<file path="config.mk">
export PLATFORM = sky130hd
export DESIGN_NAME = serv_seq
export DESIGN_NICKNAME = d
export VERILOG_FILES = /design/src/rtl/serv_seq_pkg.sv /design/src/rtl/serv_seq_cnt.sv /design/src/rtl/serv_seq.sv
export SDC_FILE = /design/constraint.sdc
export NUM_CORES = 1
export LEC_CHECK = 0
export ABC_AREA = 1
export CAP_MARGIN = 25
export CORE_AREA = 2 2 41 43
export DETAILED_ROUTE_END_ITERATION = 8
export DIE_AREA = 0 0 43 45
export PLACE_DENSITY_LB_ADDON = 0.3
export SETUP_SLACK_MARGIN = 0.5
export SYNTH_ARGS = -nofsm -noshare
export SYNTH_HDL_FRONTEND = slang
export SYNTH_SLANG_ARGS = --single-unit
</file>
<file path="constraint.sdc">
create_clock -name i_clk -period 1.4 [get_ports i_clk]
set_input_delay 0.42 -clock i_clk [delete_from_list [all_inputs] [get_ports i_clk]]
set_output_delay 0.42 -clock i_clk [all_outputs]
set_load 0.005 [all_outputs]
</file>
<file path="src/rtl/serv_seq_pkg.sv">
// serv_seq_pkg: state encodings and register width for the serial sequencer (SERV_SEQ_MDU_EN adds SEQ_MDU_WAIT)
package serv_seq_pkg;
  localparam int SEQ_XLEN = 32;
  typedef enum logic [2:0] {
    SEQ_BOOT,
    SEQ_FETCH,
    SEQ_WAIT_INSN,
    SEQ_INIT,
    SEQ_MEM_WAIT,
    SEQ_RUN
`ifdef SERV_SEQ_MDU_EN
    , SEQ_MDU_WAIT
`endif
  } state_t;
  function automatic logic is_phase(input state_t s);
    return s == SEQ_INIT || s == SEQ_RUN;
  endfunction
endpackage

</file>
<file path="src/rtl/serv_seq_cnt.sv">
// serv_seq_cnt: serial bit-position counter with clear/enable and first/last flags
module serv_seq_cnt #(
  parameter int N = 32,
  parameter int CNT_W = 5
) (
  input  logic             clk,
  input  logic             rst,
  input  logic             clr,
  input  logic             en,
  output logic [CNT_W-1:0] cnt,
  output logic             cnt0,
  output logic             done
);
  // N is a power of two, so the natural overflow gives the N-1 -> 0 wrap
  always_ff @(posedge clk or posedge rst)
    if (rst) cnt <= '0;
    else cnt <= clr ? '0 : en ? cnt + CNT_W'(1) : cnt;
  assign cnt0 = en && cnt == '0;
  assign done = en && cnt == CNT_W'(N - 1);
endmodule

</file>
<file path="src/rtl/serv_seq.sv">
// serv_seq: fetch/init/mem-wait/run sequencer for a W-bit serial core
// SERV_SEQ_MDU_EN adds the multiply/divide handshake and MDU_WAIT state.
module serv_seq import serv_seq_pkg::*; #(
  parameter int W = 1,
  parameter int XLEN = SEQ_XLEN,
  localparam int CNT_W = $clog2(XLEN / W)
) (
  input  logic             i_clk,
  input  logic             i_rst,
  output logic             o_i_ca_vld,
  input  logic             i_i_ca_rdy,
  output logic             o_i_rd_rdy,
  input  logic             i_i_rd_vld,
  input  logic             i_two_stage,
  input  logic             i_mem_op,
  output logic             o_mem_req,
  input  logic             i_mem_rdy,
`ifdef SERV_SEQ_MDU_EN
  input  logic             i_mdu_op,
  output logic             o_mdu_vld,
  input  logic             i_mdu_rdy,
`endif
  output logic [CNT_W-1:0] o_cnt,
  output logic             o_cnt0,
  output logic             o_cnt_done,
  output logic             o_init,
  output logic             o_run,
  output logic             o_ctrl_en
);
  localparam int N = XLEN / W;
  state_t state, next;
  logic mem_req, phase;
  always_ff @(posedge i_clk or posedge i_rst)
    if (i_rst) state <= SEQ_BOOT;
    else state <= next;
  always_comb begin
    next = state;
    case (state)
      SEQ_BOOT:      next = SEQ_FETCH;
      SEQ_FETCH:     if (i_i_ca_rdy) next = SEQ_WAIT_INSN;
      SEQ_WAIT_INSN: if (i_i_rd_vld) next = i_two_stage ? SEQ_INIT : SEQ_RUN;
`ifdef SERV_SEQ_MDU_EN
      SEQ_INIT:      if (o_cnt_done) next = i_mdu_op ? SEQ_MDU_WAIT : i_mem_op ? SEQ_MEM_WAIT : SEQ_RUN;
      SEQ_MDU_WAIT:  if (i_mdu_rdy) next = SEQ_RUN;
`else
      SEQ_INIT:      if (o_cnt_done) next = i_mem_op ? SEQ_MEM_WAIT : SEQ_RUN;
`endif
      SEQ_MEM_WAIT:  if (i_mem_rdy) next = SEQ_RUN;
      SEQ_RUN:       if (o_cnt_done) next = SEQ_FETCH;
      default:       next = SEQ_BOOT;
    endcase
  end
  // request fires only on entry so a long memory wait never re-issues it
  always_ff @(posedge i_clk or posedge i_rst)
    if (i_rst) mem_req <= 1'b0;
    else mem_req <= next == SEQ_MEM_WAIT && state != SEQ_MEM_WAIT;
  assign phase = is_phase(state);
  serv_seq_cnt #(.N(N), .CNT_W(CNT_W)) u_cnt (
    .clk  (i_clk),
    .rst  (i_rst),
    .clr  (!phase),
    .en   (phase),
    .cnt  (o_cnt),
    .cnt0 (o_cnt0),
    .done (o_cnt_done)
  );
  assign o_mem_req  = mem_req;
  assign o_i_ca_vld = state == SEQ_FETCH;
  assign o_i_rd_rdy = state == SEQ_WAIT_INSN;
  assign o_init     = state == SEQ_INIT;
  assign o_run      = state == SEQ_RUN;
  assign o_ctrl_en  = o_run;
`ifdef SERV_SEQ_MDU_EN
  assign o_mdu_vld  = state == SEQ_MDU_WAIT;
`endif
endmodule

</file>
Word level (Yosys, flattened, before mapping):

Index checks and enable logic that the tools add are counted.

* flip-flop bits (word level): 9
* input bits: 7
* output and inout bits: 13
* logic and storage cells: 27

* $add $sub $neg: 1
* equal/unequal tests: 8
* multiplexer cells: 9
* reduce and logical (&&, ||, !) cells: 6

Operators with widths (number)
* $mux W3: 6
* $pmux W3 S6: 1
* $eq A3 B3 Y1 const B: 3
* $eq A3 B2 Y1 const B: 2
* $add A5 B1 Y5 const B: 1
* $eq A5 B5 Y1 const B: 1
* $logic_not A5 Y1: 1
* $mux W5: 1
* $eq A3 B1 Y1 const B: 1
* $logic_and A1 B1 Y1: 3
* $logic_not A3 Y1: 1
* $ne A3 B3 Y1 const B: 1
* $logic_or A1 B1 Y1: 1
* $mux W1: 1

Logic depth before layout (Yosys ltp):

* depth after elaboration: 7
* mapped depth: 10
* gate-level depth less buffers: 10

Cells and area by module:

Synthesis repeated with hierarchy kept, for this count alone.

* cell total of the unflattened synthesis: 85
* area, all modules: 626.9 um^2

Modules (own cells, without submodules)
* serv_seq: instances 1, cells each 46, area each 334.1 um^2, seq. area each 100.1 um^2
* serv_seq_cnt: instances 1, cells each 39, area each 292.8 um^2, seq. area each 125.1 um^2

Worst setup path after synthesis:

No wires, ideal clock.

* path kind: reg2out
* start point: register u_cnt.cnt[0]
* end point: output port o_cnt_done
* arrival time: 1.082 ns
* data required time: 0.980 ns
* setup slack: -0.102 ns
* stages on the path, launching flop included: 7
* buffers on the path: 0
* path through: dfrtp_1 ha_1 nand2_1 nor2_1 ha_1 inv_1 nor2_1

* word-level cells in the longest chain between the ends: 2

RTL lines
* start: declaration: line serv_seq_cnt.sv:10 `output logic [CNT_W-1:0] cnt,`
* start signal: assignment: line serv_seq_cnt.sv:17 `else cnt <= clr ? '0 : en ? cnt + CNT_W'(1) : cnt;`
* $eq A5 B5 Y1: line serv_seq_cnt.sv:19 `assign done = en && cnt == CNT_W'(N - 1);`
* $logic_and A1 B1 Y1: line serv_seq_cnt.sv:19
* end: declaration: line serv_seq.sv:25 `output logic o_cnt_done,`

No other way between the ends.

Worst setup path in the final report:

* start point: register u_cnt.cnt[0]
* end point: register mem_req (netlist: o_mem_req)

* word-level cells in the longest chain between the ends: 6
* elaborated cells on any way between the ends: 7
* those cells by class: eq/ne: 2; mux: 3; reduce/logical: 2

RTL lines
* $eq A5 B5 Y1 (*): line serv_seq_cnt.sv:19
* $logic_and A1 B1 Y1 (*): line serv_seq_cnt.sv:19
* $mux W3, on equally long branches: line serv_seq.sv:49, serv_seq.sv:46
* $pmux W3 S6 (*): line serv_seq.sv:38 `case (state)`
* via next[2]: line serv_seq.sv:31 `state_t state, next;`
* $eq A3 B3 Y1 (*): line serv_seq.sv:56 `else mem_req <= next == SEQ_MEM_WAIT && state != SEQ_MEM_WAIT;`
* $logic_and A1 B1 Y1 (*): line serv_seq.sv:56
* end signal: assignment: line serv_seq.sv:55 `if (i_rst) mem_req <= 1'b0;`
* end signal: assignment: line serv_seq.sv:56
* end: declaration: line serv_seq.sv:32 `logic mem_req, phase;`

Mark *: on every way through the listed nets, which the timed path passes. The rest lies on a longest branch.

==> key figures <==
Cells and area
  – Area occupied by registers: 228 sq um
  – Antenna diode count: 0
  – Final core area utilization: 92.7%
  – Area grow syn2layout: 156%
  – Post-Layout Inst Area: 0.00136 sq mm
  – Layout cell share with drive strength beyond 1: 70.5%
  – Number of inserted filler cells in the final layout: 54
  – Area of combinational cells with multiple inputs: 364 sq um
  – Total number of nets in the final design: 160

Place
  – Quantity of I/O buffers inserted on ports: 19
  – Post-Place Setup Slack: -0.522 ns
  – Global placer's final weighted congestion: 0.811
  – Placed wire-length estimate: 1.17 mm
  – Standard cell area after detailed placement: 950 sq um

Logic synthesis
  – Synthesized area per cell: 7.39 sq um
  – Yosys warns: 0
  – Synthesized instance count: 72
  – Number of distinct standard cells referenced by the synthesized netlist: 17
  – Leading cell types by total area after synthesis: dfrtp_1 42%, inv_1 9.9%, nor2_1 9.9%
  – Summed instance area of the synthesized netlist: 532 sq um
  – Fraction of post-synthesis cell area in the top cell type by area: 42.4%
  – Register bit count reported by yosys: 9
  – Synthesized Nets: 82
  – Yosys top cell by area: dfrtp_1
  – Sequential fraction of the synthesis area: 42.4%

Critical path
  – Crit path buf inv count: 4
  – Critical path class: reg2reg
  – Kind of launch point of the worst setup path: flop
  – Largest delay share family, worst path: simple AND/OR/NAND/NOR gates
  – Category of the worst setup path capture point: flop
  – Standard cell with the maximum stage delay on the critical path: dfrtp_1
  – Cells along the critical path: ha_2 -> nand2_1 -> nor2_1 -> ha_2 -> buf_6 -> buf_6 -> buf_6 -> buf_6 -> nor2_1 -> nor2_1 -> nand2_2 -> nand2_1 -> nor2_2
  – Most prevalent standard cell on the critical path: buf_6
  – Maximum net fanout on the critical path: 3
  – Data arrival time of the worst path: 2.04 ns
  – Delay of the slowest cell on the worst path: 0.35 ns
  – Required arrival time at the worst endpoint: 1.54 ns

Clock tree
  – Clk buf depth: 2
  – Clk sinks: 9
  – Root buffer cell: clkbuf_4
  – Hold-fix buffers, CTS: 0
  – CTS buffer count: 3
  – Latest clock arrival within the worst-skew pair: 0.27 ns
  – CTS tree: done
  – CTS H-Tree Depth: 1
  – Clock input transition at the sequential cells of the worst setup and hold paths: 0.06 ns

Floorplan
  – Overall die width: 43 um
  – Die Outline Area: 0.00194 sq mm
  – Vert. Die Dim: 45 um
  – Initial core utilization: 36.1%
  – Row count: 14
  – Count of pins on the block boundary: 20
  – Core Footprint: 0.00147 sq mm

STA
  – Worst-margin pin slew: 0.363 ns
  – Final period utilization: 135%
  – Highest attainable clock frequency: 528 MHz
  – Setup violators final: 14
  – Final hold viol count: 0
  – Setup repair after global routing missed its margin: yes
  – Worst Clk Skew: 0.00239 ns
  – Smallest setup slack after layout: -0.492 ns
  – Worst hold slack: 0.426 ns
  – Max-slew headroom at the worst pin: 75.8%
  – Final period demand of the worst path: 1.89 ns
  – Number of slew-limit violations in the final report: 0

Route
  – First DRT Iteration DRCs: 11
  – WL final: 2.58 mm
  – Pre-antenna DRT Iters: 4
  – Post-DRT Antenna Nets: 0
  – Count of unresolved DRC violations after routing: 0
  – Drt wl/cell: 15.6 um
  – Count of vias placed by the detailed router: 823
  – Average vias per placed instance: 4.99

GRT
  – Global-route wire length before repair: 3.28 mm
  – Initial antenna violation count: 0
  – Total congestion overflow: 0
  – Number of global-route vias before repair: 803
  – All-Layer GR Usage: 23.3%
  – Largest net degree at the start of global routing: 10

Run status
  – Failing checks: negative setup slack
  – Status: finished with violations

Power
  – Power per cell area: 1730 mW/mm^2
  – Total leakage power: 0.707 nW
  – IR Drop Worst-Case VDD: 0.00112 V

Hold path
  – Hold WC Path Type: in2async

Flow run
  – Max-cap check violation count: 0
## Yosys cell counts (all sizes together)
| cell | number |
|---|---|
| o211ai | 1 |
| nand2 | 11 |
| o21ai | 6 |
| inv | 15 |
| a21oi | 2 |
| ha | 3 |
| nand4 | 1 |
| nor2 | 15 |
| nor3 | 2 |
| dfrtp | 9 |
| nand3 | 6 |
| buf | 1 |
## through the flow
step	cells	TNS [ns]	power, W
after floorplan	72	-0.0856	0.000821
after global placement	129	-2.30	0.00134
after detailed placement	129	-2.53	0.00136
after CTS	153	-2.82	0.00199
after global routing	165	-5.12	0.00250
final	165	-4.20	0.00236
## power breakdown
| group | switching, W | internal (W) | leakage [nW] | total (W) |
|---|---|---|---|---|
| Combinational | 0.000777 | 0.000990 | 0.575 | 0.00177 |
| Sequential | 0.0000569 | 0.000331 | 0.118 | 0.000388 |
| Clock | 0.0000978 | 0.000110 | 0.0150 | 0.000208 |
| Total | 0.000932 | 0.00143 | 0.707 | 0.00236 |
## kinds of logic (layout without fill, tap and decap cells)
group / after synthesis / after routing / synth area share [%]
DFF: 9 / 9 / 42.4
and+or+nand+nor: 35 / 35 / 28.9
adders and majority gates: 3 / 3 / 7.06
AOI/OAI and AO/OA: 9 / 9 / 9.65
buffers and inverters: 16 / 93 / 12.0
## final cells by class
| type | count | share of cell area [%] |
|---|---|---|
| Multi-Input combinational cell | 47 | 26.7 |
| Inverter | 15 | 4.31 |
| Clock buffer | 4 | 1.93 |
| Tap cell | 16 | 1.47 |
| Sequential cell | 9 | 16.7 |
| Timing Repair Buffer | 74 | 48.9 |
## placed cells by master, fill, tap and decap left out, types with 2 or more instances in the layout
cell             instances
buf_2                    7
buf_4                   29
buf_6                   28
clkbuf_2                 2
clkbuf_4                 3
clkdlybuf4s50_1          6
dfrtp_1                  7
dfrtp_2                  2
ha_2                     2
inv_1                    6
inv_2                    8
nand2_1                  6
nand2_2                  2
nand2_4                  3
nand3_4                  4
nor2_1                   8
nor2_2                   5
nor2_4                   2
o21ai_0                  3
o21ai_2                  3
## metal layers
layer | up-vias | wire length (um) | GRT usage, %
li1 | 383 | - | -
met1 | 394 | 974 | 22.7
met2 | 32 | 1390 | 47.3
met3 | 14 | 122 | 3.20
met4 | 0 | 95 | 12.1
met5 | - | 0 | 0
## worst paths after layout
path / slack [ns] / end / startpoint / cells past startpoint
worst max register to register: -0.49 / o_mem_req$_DFF_PP0_ / u_cnt.cnt[0]$_DFF_PP0_ / 13
worst max-delay path: -0.49 / o_mem_req$_DFF_PP0_ / u_cnt.cnt[0]$_DFF_PP0_ / 13
min in group i_clk: 0.56 / u_cnt.cnt[0]$_DFF_PP0_ / u_cnt.cnt[0]$_DFF_PP0_ / 2
max in group asynchronous: 0.69 / state[1]$_DFF_PP0_ / i_rst / 2
worst min register to register: 0.56 / u_cnt.cnt[0]$_DFF_PP0_ / u_cnt.cnt[0]$_DFF_PP0_ / 2
worst min-delay path: 0.43 / state[2]$_DFF_PP0_ / i_rst / 2
## timing repair
item	4_1_cts	5_1_grt
pin swaps	10	8
endpoints found under the setup margin	22	22
gates cloned	0	0
hold endpoints to repair	0	0
gates resized for setup	71	26
buffers inserted	20	12
## flip-flops by register name, summed over array words and instances, names as in the netlist
| name | flops |
|---|---|
| u_cnt.cnt | 5 |
| state | 3 |
| o_mem_req | 1 |
(Power assumes the default switching activity.)
